File: src/rtl/gl_ras_if.sv
// gl_ras_if: vertex FIFO, rasterizer and fragment signals of gl_ras_ctrl.
interface gl_ras_if;
  logic        vtx_empty;
  logic [95:0] vtx_data;
  logic        vtx_rd;
  logic [95:0] ras_in1, ras_in2, ras_in3;
  logic        ras_go;
  logic [31:0] ras_x, ras_y;
  logic        ras_true, ras_done;
  logic        frag_valid;
  logic [31:0] frag_x, frag_y;
  logic        frag_ready;
  logic        busy;
  logic [15:0] tri_count;
  modport master (
    input  vtx_empty, vtx_data, ras_x, ras_y, ras_true, ras_done, frag_ready,
    output vtx_rd, ras_in1, ras_in2, ras_in3, ras_go, frag_valid, frag_x, frag_y, busy, tri_count
  );
  modport slave (
    output vtx_empty, vtx_data, ras_x, ras_y, ras_true, ras_done, frag_ready,
    input  vtx_rd, ras_in1, ras_in2, ras_in3, ras_go, frag_valid, frag_x, frag_y, busy, tri_count
  );
endinterface

File: src/rtl/gl_ras_ctrl.sv
// gl_ras_ctrl: loads triangle vertices, paces the rasterizer and buffers fragments.
// GL_RAS_CULL_EN: drop triangles with coincident x/y vertices, counted on cull_count.
module gl_ras_ctrl (
  input  logic        clk,
  input  logic        rst,
`ifdef GL_RAS_CULL_EN
  output logic [15:0] cull_count,
`endif
  gl_ras_if.master    bus
);
  typedef enum logic [2:0] {IDLE, LOAD0, LOAD1, LOAD2, START, RUN, DRAIN} state_t;
  state_t      state, state_nx;
  logic [63:0] fbuf [2];
  logic        rd_ptr, wr_ptr;
  logic [1:0]  cnt;
  logic        push, pop, wr, last, degen;
  assign pop  = bus.frag_valid && bus.frag_ready;
  assign push = (state == RUN) && bus.ras_true;
  assign wr   = push && (cnt != 2'd2 || pop);
  // buffer has room for the pixel the rasterizer will present next cycle
  assign last = (cnt == 2'd0) || (cnt == 2'd1 && pop);
`ifdef GL_RAS_CULL_EN
  assign degen = (bus.vtx_data[95:32] == bus.ras_in1[95:32]) ||
                 (bus.vtx_data[95:32] == bus.ras_in2[95:32]) ||
                 (bus.ras_in1[95:32]  == bus.ras_in2[95:32]);
`else
  assign degen = 1'b0;
`endif
  assign bus.vtx_rd     = !bus.vtx_empty && (state inside {LOAD0, LOAD1, LOAD2});
  assign bus.ras_go     = (state == RUN) && last;
  assign bus.frag_valid = cnt != 2'd0;
  assign bus.frag_x     = fbuf[rd_ptr][63:32];
  assign bus.frag_y     = fbuf[rd_ptr][31:0];
  assign bus.busy       = state != IDLE;
  always_comb begin
    state_nx = state;
    case (state)
      IDLE:    state_nx = bus.vtx_empty ? IDLE : LOAD0;
      LOAD0:   state_nx = bus.vtx_empty ? LOAD0 : LOAD1;
      LOAD1:   state_nx = bus.vtx_empty ? LOAD1 : LOAD2;
      LOAD2:   state_nx = bus.vtx_empty ? LOAD2 : (degen ? IDLE : START);
      START:   state_nx = RUN;
      RUN:     state_nx = bus.ras_done ? DRAIN : RUN;
      DRAIN:   state_nx = last ? IDLE : DRAIN;
      default: state_nx = IDLE;
    endcase
  end
  always_ff @(posedge clk or posedge rst) begin
    if (rst) begin
      state         <= IDLE;
      bus.ras_in1   <= '0;
      bus.ras_in2   <= '0;
      bus.ras_in3   <= '0;
      fbuf[0]       <= '0;
      fbuf[1]       <= '0;
      rd_ptr        <= 1'b0;
      wr_ptr        <= 1'b0;
      cnt           <= 2'd0;
      bus.tri_count <= '0;
    end else begin
      state <= state_nx;
      if (bus.vtx_rd && state == LOAD0) bus.ras_in1 <= bus.vtx_data;
      if (bus.vtx_rd && state == LOAD1) bus.ras_in2 <= bus.vtx_data;
      if (bus.vtx_rd && state == LOAD2) bus.ras_in3 <= bus.vtx_data;
      if (wr) begin
        fbuf[wr_ptr] <= {bus.ras_x, bus.ras_y};
        wr_ptr       <= !wr_ptr;
      end
      if (pop) rd_ptr <= !rd_ptr;
      cnt <= cnt + {1'b0, wr} - {1'b0, pop};
      if (state == DRAIN && last) bus.tri_count <= bus.tri_count + 16'd1;
    end
  end
`ifdef GL_RAS_CULL_EN
  always_ff @(posedge clk or posedge rst) begin
    if (rst) cull_count <= '0;
    else if (bus.vtx_rd && state == LOAD2 && degen) cull_count <= cull_count + 16'd1;
  end
`endif
`ifndef SYNTHESIS
  frag_drop: assert property (@(posedge clk) disable iff (rst) !(push && cnt == 2'd2 && !pop));
`endif
endmodule

File: src/flat_wrapper.sv
// flat-port wrapper written by rule: the top's interface ports become plain ports
module gl_ras_ctrl_flat 
  (clk, rst, bus_vtx_empty, bus_vtx_data, bus_ras_x, bus_ras_y, bus_ras_true, bus_ras_done, bus_frag_ready, bus_vtx_rd, bus_ras_in1, bus_ras_in2, bus_ras_in3, bus_ras_go, bus_frag_valid, bus_frag_x, bus_frag_y, bus_busy, bus_tri_count);
  gl_ras_if bus_i ();
  input  logic clk;
  input  logic rst;
  input wire logic [$bits(bus_i.vtx_empty)-1:0] bus_vtx_empty;
  input wire logic [$bits(bus_i.vtx_data)-1:0] bus_vtx_data;
  input wire logic [$bits(bus_i.ras_x)-1:0] bus_ras_x;
  input wire logic [$bits(bus_i.ras_y)-1:0] bus_ras_y;
  input wire logic [$bits(bus_i.ras_true)-1:0] bus_ras_true;
  input wire logic [$bits(bus_i.ras_done)-1:0] bus_ras_done;
  input wire logic [$bits(bus_i.frag_ready)-1:0] bus_frag_ready;
  output wire logic [$bits(bus_i.vtx_rd)-1:0] bus_vtx_rd;
  output wire logic [$bits(bus_i.ras_in1)-1:0] bus_ras_in1;
  output wire logic [$bits(bus_i.ras_in2)-1:0] bus_ras_in2;
  output wire logic [$bits(bus_i.ras_in3)-1:0] bus_ras_in3;
  output wire logic [$bits(bus_i.ras_go)-1:0] bus_ras_go;
  output wire logic [$bits(bus_i.frag_valid)-1:0] bus_frag_valid;
  output wire logic [$bits(bus_i.frag_x)-1:0] bus_frag_x;
  output wire logic [$bits(bus_i.frag_y)-1:0] bus_frag_y;
  output wire logic [$bits(bus_i.busy)-1:0] bus_busy;
  output wire logic [$bits(bus_i.tri_count)-1:0] bus_tri_count;
  assign bus_i.vtx_empty = bus_vtx_empty;
  assign bus_i.vtx_data = bus_vtx_data;
  assign bus_i.ras_x = bus_ras_x;
  assign bus_i.ras_y = bus_ras_y;
  assign bus_i.ras_true = bus_ras_true;
  assign bus_i.ras_done = bus_ras_done;
  assign bus_i.frag_ready = bus_frag_ready;
  assign bus_vtx_rd = bus_i.vtx_rd;
  assign bus_ras_in1 = bus_i.ras_in1;
  assign bus_ras_in2 = bus_i.ras_in2;
  assign bus_ras_in3 = bus_i.ras_in3;
  assign bus_ras_go = bus_i.ras_go;
  assign bus_frag_valid = bus_i.frag_valid;
  assign bus_frag_x = bus_i.frag_x;
  assign bus_frag_y = bus_i.frag_y;
  assign bus_busy = bus_i.busy;
  assign bus_tri_count = bus_i.tri_count;
  gl_ras_ctrl u_core (.clk(clk), .rst(rst), .bus(bus_i));
endmodule
File: config.mk
export PLATFORM = sky130hd
export DESIGN_NAME = gl_ras_ctrl_flat
export DESIGN_NICKNAME = d
export VERILOG_FILES = /design/src/rtl/gl_ras_if.sv /design/src/rtl/gl_ras_ctrl.sv /design/src/flat_wrapper.sv
export SDC_FILE = /design/constraint.sdc
export NUM_CORES = 1
export LEC_CHECK = 0
export ABC_AREA = 1
export CAP_MARGIN = 10
export CORE_AREA = 2 2 210 212
export DETAILED_ROUTE_END_ITERATION = 7
export DIE_AREA = 0 0 212 214
export PLACE_DENSITY_LB_ADDON = 0.3
export SYNTH_ARGS = -nofsm -noshare
export SYNTH_HDL_FRONTEND = slang
export SYNTH_SLANG_ARGS = --single-unit
File: constraint.sdc
create_clock -name clk -period 19.6 [get_ports clk]
set_input_delay 1.96 -clock clk [delete_from_list [all_inputs] [get_ports clk]]
set_output_delay 1.96 -clock clk [all_outputs]
set_load 0.02 [all_outputs]
==> summary.txt <==
Floorplan
  – Rows: 76
  – Die footprint: 0.0454 sq mm
  – IO Count: ~540
  – Core ar.: around 0.043 sq mm
  – Die height: between 200 and 250 um
  – Starting Density: about two fifths
  – Die W: 212 um

Layout
  – Final nets: 2620
  – Layout cell share with drive strength beyond 1: under 10%
  – Area grow syn2layout: 41.5%
  – Final Instance Area: approximately 0.025 sq mm
  – Fin util: ~60%

Setup path
  – Critical path type: in2out
  – Top delay family on crit path: buffers and inverters
  – Worst Setup Start Kind: input port
  – Data arrival time of the critical path: between 3 and 4 ns
  – WP data required: 17.64 ns
  – Endpoint class of the critical path: output pin
  – Max FO, Critical Path: 4
  – CP Buf/Inv Count: 2
  – CP max-delay cell: clkdlybuf4s50_1
  – Cell chain of the critical path: clkdlybuf4s50_1 -> o21ai_0 -> nor2_1 -> clkdlybuf4s50_1
  – Critical Path Most Common Cell: clkdlybuf4s50_1
  – Crit-path max cell delay: 0.64 ns

Routing
  – Avg Vias per Cell: about 5
  – Final ANT Viol Nets: 0
  – First-pass DRT Iterations: 6
  – Via count: 15400
  – Wire per inst: between 15 and 20 um
  – Residual DRC: 0
  – Final WL: 55.7 mm
  – DRT iter0 DRCs: about 1200

Timing
  – Skew final: 0.0275 ns
  – Unrepaired setup endpoints after global routing: false
  – Pins over their slew limit: 0
  – # setup viols final: 0
  – Final Hold Fails: 0
  – Worst-Margin Slew: approximately 1.2 ns
  – Achievable clock frequency: around 180 MHz
  – WHS: around 0.47 ns
  – Post-layout minimum cycle time: roughly 5.4 ns
  – Final worst-path cycle share: ~28%
  – Worst rel slew slack: 22.5%
  – Setup TNS: 0 ns

Global route
  – Number of global-route vias before repair: roughly 15000
  – Global-route wire length before repair: just under 90 mm
  – Global Route Usage Sum: 24.4%
  – Largest net degree at the start of global routing: ~180
  – Grt ovf: 0
  – Initial antenna violation count: 9

Yosys
  – Post-Syn Area: 0.0178 sq mm
  – Syn_nets: 2153
  – Mapped Avg Cell Area: 8.95 sq um
  – Post-synth cell types: 26
  – Seq/Total Area, Yosys: around 60%
  – Yosys reg bits: 439
  – Synth Instances: a little under 2000
  – Synth warnings: 0

Place
  – Port Buf Inserts: 537
  – Detailed placement HPWL: approximately 38 mm
  – DP Area: approximately 0.023 sq mm
  – Routability Congestion: between 0.8 and 0.9

Clocking
  – Num CTS Buffers: 48
  – CTS tree: done
  – Worst-path clk slew: roughly 0.06 ns
  – Postcts setup bufs: 0
  – H-tree level count: 2
  – Worst skew pair latency: between 0.5 and 0.6 ns
  – Clock sinks: approximately 440
  – Root buf cell: clkbuf_16
  – Resize count post-CTS: 0
  – Hold Buf Count CTS: 0
  – Max Root-Sink Buffers: 3

Pwr
  – Pwr Density: roughly 180 mW/mm^2
  – Peak VDD IR: about 140 uV
  – Static Leak: ~12 nW

Min path
  – HP Class: reg2reg

Flow run
  – Max-cap violations: 0

Outcome
  – Status: finished clean
-- per-layer routing --
layer	vias up	part of all wire [%]	global-route usage, %
met2	572	48	39.6
met5	-	0.10	0
met4	8	3.5	9.25
met1	7343	39	30.2
met3	110	8.9	7.86
li1	7329	-	-
-- cell usage in the layout, fill, tap and decap left out, drive strengths merged --
cell type,instances
o21ai,295
o21a,1
nand3,14
bufinv,8
nor3,2
buf,13
inv,131
clkinv,7
diode,5
ha,3
clkdlybuf4s50,537
nand4,129
dfrtp,439
clkbuf,70
o211ai,2
nor2,19
xor2,5
nand2,811
xnor2,2
nand3b,2
-- through the flow --
| step | power [mW] | setup slack [ns] | cells |
|---|---|---|---|
| after global placement | 3.56 | 14.21 | 2986 |
| after global routing | 4.85 | 14.11 | 3080 |
| after detailed placement | 3.61 | 14.20 | 2986 |
| after floorplan | 2.57 | 5.41 | 1984 |
| after CTS | 4.61 | 14.17 | 3075 |
| final | 4.57 | 14.17 | 3080 |
-- kinds of logic (layout without fill, tap and decap cells) --
family	count (synthesis)	after routing	synth area share, %
fa+ha+maj	3	3	0.211
other cells	0	5	0
simple gates	977	977	22.8
buf+inv	260	766	6.36
compound gates	298	298	8.44
flops	439	439	61.9
xor+xnor	7	7	0.345
-- state kept, by name, indices dropped and copies added, names as in the netlist --
register / flops
u_core.bus.ras_in3: 96
u_core.bus.tri_count: 16
u_core.rd_ptr: 1
u_core.cnt: 2
u_core.wr_ptr: 1
u_core.state: 3
u_core.bus.ras_in1: 96
u_core.fbuf: 128
u_core.bus.ras_in2: 96
-- power breakdown --
part	switching, mW	internal, mW
clock	0.371	0.610
sequential	0.220	1.31
combinational	1.21	0.849
-- area by class of cell --
type | count | area, sq um
flip-flops and latches | 439 | 11000
clock inverters | 19 | 310
diodes | 5 | 12.5
clock buffers | 70 | 1430
well taps | 585 | 732
inverters | 127 | 484
fillers | 3614 | 17800
multi-input cells | 1285 | 5700
repair buffers | 550 | 5490
-- worst paths after layout --
check / from / endpoint / slack (ns) / cells past startpoint
setup / recovery: bus_frag_ready / bus_ras_go / 14.17 / 4
setup reg to reg: u_core.state[1] / u_core.bus.ras_in3[28] / 16.71 / 6
max in group asynchronous: rst / u_core.bus.ras_in1[1] / 15.37 / 4
hold reg to reg: u_core.fbuf[98] / u_core.fbuf[98] / 0.47 / 2
hold / removal: u_core.fbuf[98] / u_core.fbuf[98] / 0.47 / 2
min in group asynchronous: rst / u_core.bus.ras_in1[78] / 1.86 / 2
-- tightest hold or removal path, cell delays in order (launching register included) --
cell and delay [ns]:
dfrtp_1 0.34, nand2_1 0.05, nand2_1 0.05
-- synth_stat cells (all sizes together) --
| cell type | count | area [sq um] |
|---|---|---|
| nor3 | 2 | 15.0 |
| xor2 | 5 | 43.8 |
| nor2 | 19 | 88.8 |
| o21a | 1 | 7.51 |
| dfrtp | 439 | 11000 |
| o21ai | 295 | 1480 |
| nand3 | 14 | 75.1 |
| nand3b | 2 | 15.0 |
| clkbuf | 59 | 221 |
| nand4 | 129 | 807 |
| ha | 3 | 37.5 |
| nand2 | 811 | 3050 |
| inv | 127 | 477 |
| buf | 74 | 432 |
| o211ai | 2 | 15.0 |
| xnor2 | 2 | 17.5 |
No activity file was read; power rests on OpenSTA's default activity.
